==> src/rtl/mem_access_stage.sv <==
// Data-memory access stage between the EX_MEM and MEM_WB pipeline registers.
// Issues loads/stores to a variable-latency data memory over a req/ack
// handshake, supports byte/half/word sizes, stalls the upstream pipeline while
// an access is outstanding, and produces the write-back value plus a
// bubble-qualified RegWrite for MEM_WB.
//
// Ports:
//   Clk, Rst                 clock, synchronous active-low reset
//   EX_MEM_*                 instruction fields from the EX_MEM register
//   MemReq/MemWe/MemAddr/
//   MemWData/MemBe           request side of the data-memory handshake
//   MemAck/MemRData          completion and read data from the memory
//   MemoryToRegisterMux      write-back value to MEM_WB
//   MEM_RegWrite             RegWrite to MEM_WB, 0 on bubbles and faults
//   Stall                    freeze the upstream pipeline this cycle
//   MisalignExc/BusErr       one-cycle misaligned-access / timeout flags
module mem_access_stage #(
  parameter int unsigned TIMEOUT = 64,
  parameter int unsigned CNT_W   = 7
) (
  input  logic        Clk,
  input  logic        Rst,
  input  logic [31:0] EX_MEM_ALUResult,
  input  logic [31:0] EX_MEM_WriteData,
  input  logic        EX_MEM_MemRead,
  input  logic        EX_MEM_MemWrite,
  input  logic [1:0]  EX_MEM_Size,
  input  logic        EX_MEM_SignExt,
  input  logic        EX_MEM_RegWrite,
  output logic        MemReq,
  output logic        MemWe,
  output logic [31:0] MemAddr,
  output logic [31:0] MemWData,
  output logic [3:0]  MemBe,
  input  logic        MemAck,
  input  logic [31:0] MemRData,
  output logic [31:0] MemoryToRegisterMux,
  output logic        MEM_RegWrite,
  output logic        Stall,
  output logic        MisalignExc,
  output logic        BusErr
);

  typedef enum logic [1:0] {StIdle, StWait, StDone} state_e;

  state_e            state_q, state_d;
  logic [31:0]       cap_data_q, cap_data_d;
  logic              fault_q, fault_d;
  logic [CNT_W-1:0]  cnt_q, cnt_d;

  logic        access;
  logic        misaligned;
  logic [1:0]  addr_lo;
  logic [31:0] rdata_shifted;
  logic [15:0] rdata_half;
  logic [31:0] load_data;

  assign addr_lo    = EX_MEM_ALUResult[1:0];
  assign access     = EX_MEM_MemRead | EX_MEM_MemWrite;
  assign misaligned = ((EX_MEM_Size == 2'b01) & addr_lo[0]) |
                      (EX_MEM_Size[1] & (addr_lo != 2'b00));

  // Byte lane moved down to bits [7:0]; half lane picked by addr[1].
  assign rdata_shifted = MemRData >> {addr_lo, 3'b000};
  assign rdata_half    = addr_lo[1] ? MemRData[31:16] : MemRData[15:0];

  always_comb begin
    load_data = MemRData;
    case (EX_MEM_Size)
      2'b00:   load_data = {{24{EX_MEM_SignExt & rdata_shifted[7]}}, rdata_shifted[7:0]};
      2'b01:   load_data = {{16{EX_MEM_SignExt & rdata_half[15]}}, rdata_half};
      default: load_data = MemRData;
    endcase
  end

  // Request-side address/data/enables depend only on the (held) EX_MEM fields,
  // so they stay stable for the whole time MemReq is asserted.
  assign MemAddr = {EX_MEM_ALUResult[31:2], 2'b00};

  always_comb begin
    MemWData = EX_MEM_WriteData;
    MemBe    = 4'b1111;
    if (EX_MEM_MemWrite) begin
      case (EX_MEM_Size)
        2'b00: begin
          MemWData = {4{EX_MEM_WriteData[7:0]}};
          MemBe    = 4'b0001 << addr_lo;
        end
        2'b01: begin
          MemWData = {2{EX_MEM_WriteData[15:0]}};
          MemBe    = addr_lo[1] ? 4'b1100 : 4'b0011;
        end
        default: begin
          MemWData = EX_MEM_WriteData;
          MemBe    = 4'b1111;
        end
      endcase
    end
  end

  // State register.
  always_ff @(posedge Clk) begin
    if (!Rst) begin
      state_q    <= StIdle;
      cap_data_q <= 32'h0;
      fault_q    <= 1'b0;
      cnt_q      <= '0;
    end else begin
      state_q    <= state_d;
      cap_data_q <= cap_data_d;
      fault_q    <= fault_d;
      cnt_q      <= cnt_d;
    end
  end

  // Next-state logic. cnt_q holds the number of request cycles already spent,
  // so the current WAIT cycle is request cycle cnt_q+1; the timeout fires on
  // request cycle TIMEOUT, giving exactly TIMEOUT stall cycles.
  always_comb begin
    state_d    = state_q;
    cap_data_d = cap_data_q;
    fault_d    = fault_q;
    cnt_d      = cnt_q;
    unique case (state_q)
      StIdle: begin
        if (access && !misaligned) begin
          cnt_d = CNT_W'(1);
          if (MemAck) begin
            state_d    = StDone;
            cap_data_d = EX_MEM_MemRead ? load_data : 32'h0;
            fault_d    = 1'b0;
          end else begin
            state_d = StWait;
          end
        end
      end
      StWait: begin
        cnt_d = cnt_q + CNT_W'(1);
        if (MemAck) begin
          state_d    = StDone;
          cap_data_d = EX_MEM_MemRead ? load_data : 32'h0;
          fault_d    = 1'b0;
        end else if (cnt_q == CNT_W'(TIMEOUT - 1)) begin
          state_d    = StDone;
          cap_data_d = 32'h0;
          fault_d    = 1'b1;
        end
      end
      StDone: begin
        state_d = StIdle;
      end
      default: begin
        state_d = StIdle;
      end
    endcase
  end

  // Outputs. Everything visible to the pipeline is forced low while in reset,
  // which also drops a request abandoned by a reset in WAIT.
  always_comb begin
    MemReq              = 1'b0;
    Stall               = 1'b0;
    MEM_RegWrite        = 1'b0;
    MisalignExc         = 1'b0;
    BusErr              = 1'b0;
    MemoryToRegisterMux = 32'h0;
    if (Rst) begin
      unique case (state_q)
        StIdle: begin
          MemoryToRegisterMux = EX_MEM_ALUResult;
          if (!access) begin
            MEM_RegWrite = EX_MEM_RegWrite;
          end else if (misaligned) begin
            MisalignExc = 1'b1;
          end else begin
            MemReq = 1'b1;
            Stall  = 1'b1;
          end
        end
        StWait: begin
          MemoryToRegisterMux = EX_MEM_ALUResult;
          MemReq              = 1'b1;
          Stall               = 1'b1;
        end
        StDone: begin
          MemoryToRegisterMux = EX_MEM_MemRead ? cap_data_q : EX_MEM_ALUResult;
          MEM_RegWrite        = EX_MEM_RegWrite & ~fault_q;
          BusErr              = fault_q;
        end
        default: begin
          MemoryToRegisterMux = 32'h0;
        end
      endcase
    end
  end

  assign MemWe = MemReq & EX_MEM_MemWrite;

endmodule

==> config.mk <==
export PLATFORM = sky130hd
export DESIGN_NAME = mem_access_stage
export DESIGN_NICKNAME = d
export VERILOG_FILES = /design/src/rtl/mem_access_stage.sv
export SDC_FILE = /design/constraint.sdc
export NUM_CORES = 1
export LEC_CHECK = 0
export CAP_MARGIN = 5
export CORE_MARGIN = 2
export CORE_UTILIZATION = 24
export CTS_BUF_LIST = sky130_fd_sc_hd__clkbuf_8
export DETAILED_ROUTE_END_ITERATION = 8
export MAX_ROUTING_LAYER = met4
export PLACE_DENSITY = 0.63
export SYNTH_ARGS = -nofsm -noshare
export SYNTH_HDL_FRONTEND = slang
export SYNTH_SLANG_ARGS = --single-unit
==> constraint.sdc <==
create_clock -name Clk -period 2.9 [get_ports Clk]
set_input_delay 0.29 -clock Clk [delete_from_list [all_inputs] [get_ports Clk]]
set_output_delay 0.29 -clock Clk [all_outputs]
set_load 0.01 [all_outputs]
==> results by group <==
Run status
  • Outcome: completed

Yosys
  • Ys async rst share: 0
  • Yosys cell types: 52
  • Mean Syn Cell Area: 8.080 um^2
  • Synthesized cell area: 0.003281 mm^2
  • Synthesized instance count: 406
  • Register area share after synthesis: 0.2563
  • #FFs+latches synth: 42
  • Post-synth EDFFs: 0
  • Most used DFF post-synth: dfxtp_1
  • YS warnings: 0

Detailed routing
  • DRC viols: 0
  • Drt pass-1 iters: 4
  • Final ANT Viol Nets: 0
  • Initial DRC Count: 151
  • WL final: 12,190 um
  • Via count: 3,590
  • WL/cell: 16.36 um
  • Vias per std cell: 4.819

Final layout
  • Post-route insts no fill: 745
  • P&R area growth vs syn: 64.57%
  • Share of post-route cells with drive strength above 1: 0.07394
  • Fin nets: 674
  • Design area: 0.005399 mm^2

Global route
  • Gr ovfl total: 0
  • All-layer global routing usage: 0.1636
  • First-pass GRT wire length: 18,420 um
  • Pin count of the biggest net entering global routing: 33
  • Vias in the first global route: 3,554
  • Initial antenna violation count: 1

Critical path
  • FF-to-FF path depth: 5
  • Crit end category: output pin
  • Crit path from: Rst
  • Crit path DAT: 2.30 ns
  • Critical path fanouts, max: 30
  • Worst r2r src: state_q[0]$_SDFFE_PN0P_
  • CP Launch Type: input port
  • CP required: 2.61 ns
  • Reg-to-Reg End: cap_data_q[12]$_SDFFE_PN0P_
  • Reg2Reg Setup Slack: 0.75 ns
  • Critical path type: in2out

Place
  • Port buffer count: 208
  • Final HPWL DP: 9726 um
  • Final RePlAce weighted congestion: 0.8335
  • Placed instance area: 0.005284 mm^2
  • Placed cell count: 737
  • Pre-CTS setup slack: 0.3068 ns

Hold path
  • WHS Path Cells: 1
  • Hold path endpoint: cap_data_q[5]$_SDFFE_PN0P_
  • Hold Path Class: reg2reg
  • HP Start: cap_data_q[5]$_SDFFE_PN0P_

Die
  • Row cnt: 42
  • Die Y-Extent: 120.9 um
  • DIE AREA: 0.01462 mm^2
  • Die width: 120.9 um
  • Core area: 0.01330 mm^2
  • Starting Density: 0.2468
  • Top-Level Pins: 211

CTS
  • Worst-skew pair later-pin latency: 0.29 ns
  • Hold Buf Count CTS: 0
  • CTS max path bufs: 2
  • Root Buffer: clkbuf_8
  • CTS Buf Count: 5
  • CTS H-tree depth: 2
  • TritonCTS clock tree: yes
  • Post-CTS Setup Bufs: 0
  • Post-CTS resize count: 0
  • Clk sinks: 42
  • Clock-pin slew on the worst setup and hold paths: 0.08 ns

Timing
  • Fin crit share: 0.8927
  • Period minus WS final: 2.589 ns
  • Min Hold Slack: 0.4696 ns
  • Setup ws final: 0.3111 ns
  • Setup_tns: 0 ns
  • Final setup fails: 0
  • Worst-margin pin slew: 0.7458 ns
  • Max Fclk: 386.3 MHz
  • Slew Viols, Final: 0
  • Clk_skew: 0.008787 ns
  • RSZ-0062 raised after global routing: false
  • Relative max-transition margin: 0.4963
  • Final Hold Viols: 0

Pwr
  • Peak VDD IR: 0.0001663 V
  • Pwr Density: 327.7 mW/mm^2
  • LEAKAGE: 2.125 nW

Flow run
  • MaxCap Viol Count: 0
-- registers in the layout, summed over array words and instances, names as in the netlist --
register / cells
fault_q: 1
state_q: 2
cnt_q: 7
cap_data_q: 32
-- logic make-up after synthesis --
logic type | after synthesis | synth area share
buffers and inverters | 85 | 0.1552
AOI/OAI and AO/OA | 118 | 0.2826
adders and majority gates | 1 | 0.003813
and+or+nand+nor | 123 | 0.1876
DFF | 42 | 0.2563
other | 1 | 0.001143
muxes | 36 | 0.1133
-- per-layer routing --
| metal | vias to the layer above | track usage | wire length, um |
|---|---|---|---|
| met4 | 0 | 0.03125 | 101 |
| li1 | 1771 | - | - |
| met1 | 1634 | 0.1932 | 5279 |
| met2 | 177 | 0.2911 | 5905 |
| met3 | 8 | 0.03008 | 899 |
| met5 | - | - | 0 |
-- synthesized netlist by cell type, types with 2 or more instances --
| master | number | area (um^2) |
|---|---|---|
| a22o_1 | 48 | 420.4 |
| nand2_1 | 44 | 165.2 |
| buf_4 | 42 | 315.3 |
| dfxtp_1 | 42 | 840.8 |
| mux2i_1 | 27 | 270.3 |
| nor2_1 | 23 | 86.33 |
| a21oi_1 | 17 | 85.08 |
| nand2b_1 | 17 | 106.4 |
| buf_2 | 14 | 70.07 |
| inv_1 | 14 | 52.55 |
| clkbuf_1 | 10 | 37.54 |
| a22oi_1 | 9 | 67.56 |
| mux2_2 | 9 | 101.4 |
| nand4_1 | 9 | 56.30 |
| o21ai_0 | 8 | 40.04 |
| o221ai_1 | 8 | 70.07 |
| o2bb2ai_1 | 8 | 70.07 |
| and2_1 | 7 | 43.79 |
| and3_1 | 5 | 31.28 |
| or3_1 | 4 | 25.02 |
| nor2b_1 | 3 | 18.77 |
| a32oi_1 | 2 | 17.52 |
| buf_1 | 2 | 7.510 |
| buf_6 | 2 | 22.52 |
| nand3_1 | 2 | 10.01 |
| o21a_1 | 2 | 15.01 |
| o21ai_1 | 2 | 10.01 |
| o22ai_1 | 2 | 12.51 |
-- how the worst max path moves through the flow --
| stage | end | slack [ns] | cells after the start |
|---|---|---|---|
| global placement | MemoryToRegisterMux[18] | 0.32 | 7 |
| detailed placement | MemoryToRegisterMux[31] | 0.31 | 7 |
| CTS | MemoryToRegisterMux[31] | 0.29 | 7 |
| global route | MemoryToRegisterMux[14] | 0.14 | 7 |
| finish | MemoryToRegisterMux[31] | 0.31 | 7 |
| floorplan | cap_data_q[29]$_SDFFE_PN0P_ | 1.15 | 6 |
-- critical path, stage by stage --
cell             delay [ns]
clkdlybuf4s50_1        0.56
clkinv_1               0.11
buf_4                  0.18
nor2_2                 0.22
buf_12                 0.22
a22o_1                 0.16
clkdlybuf4s50_1        0.55
-- final cells by class --
type,instances,area [um^2]
Timing Repair Buffer,224,2227
Antenna cell,1,2.502
Multi-Input combinational cell,280,1939
Clock buffer,6,82.58
Sequential cell,42,840.8
Clock inverter,1,30.03
Inverter,15,56.30
Fill cell,1338,7896
Tap cell,176,220.2
-- power by group --
group | internal (mW) | leakage (nW) | switching [mW]
Combinational | 0.389 | 1.73 | 0.284
Sequential | 0.600 | 0.341 | 0.0202
Clock | 0.276 | 0.0573 | 0.200
Total | 1.26 | 2.13 | 0.505
-- stage by stage --
stage / util / total power [mW]
final: 0.4061 / 1.769
after global routing: 0.4061 / 1.856
after CTS: 0.4059 / 1.786
after detailed placement: 0.3974 / 1.307
after global placement: 0.3974 / 1.300
after floorplan: - / 0.9418
-- layout by cell type, fill, tap and decap left out, types with 2 or more instances in the layout --
| cell | n |
|---|---|
| a21oi_1 | 17 |
| a22o_1 | 48 |
| a22oi_1 | 9 |
| a32oi_1 | 2 |
| and2_1 | 7 |
| and3_1 | 5 |
| buf_12 | 2 |
| buf_4 | 14 |
| clkbuf_8 | 6 |
| clkdlybuf4s50_1 | 208 |
| conb_1 | 2 |
| dfxtp_1 | 42 |
| inv_1 | 14 |
| mux2_2 | 9 |
| mux2i_1 | 27 |
| nand2_1 | 44 |
| nand2b_1 | 17 |
| nand3_1 | 2 |
| nand4_1 | 9 |
| nor2_1 | 22 |
| nor2_2 | 2 |
| nor2b_1 | 2 |
| o21a_1 | 2 |
| o21ai_0 | 8 |
| o21ai_1 | 2 |
| o221ai_1 | 8 |
| o22ai_1 | 2 |
| o2bb2ai_1 | 8 |
| or3_1 | 4 |
Power figures use the tool's default switching activity.
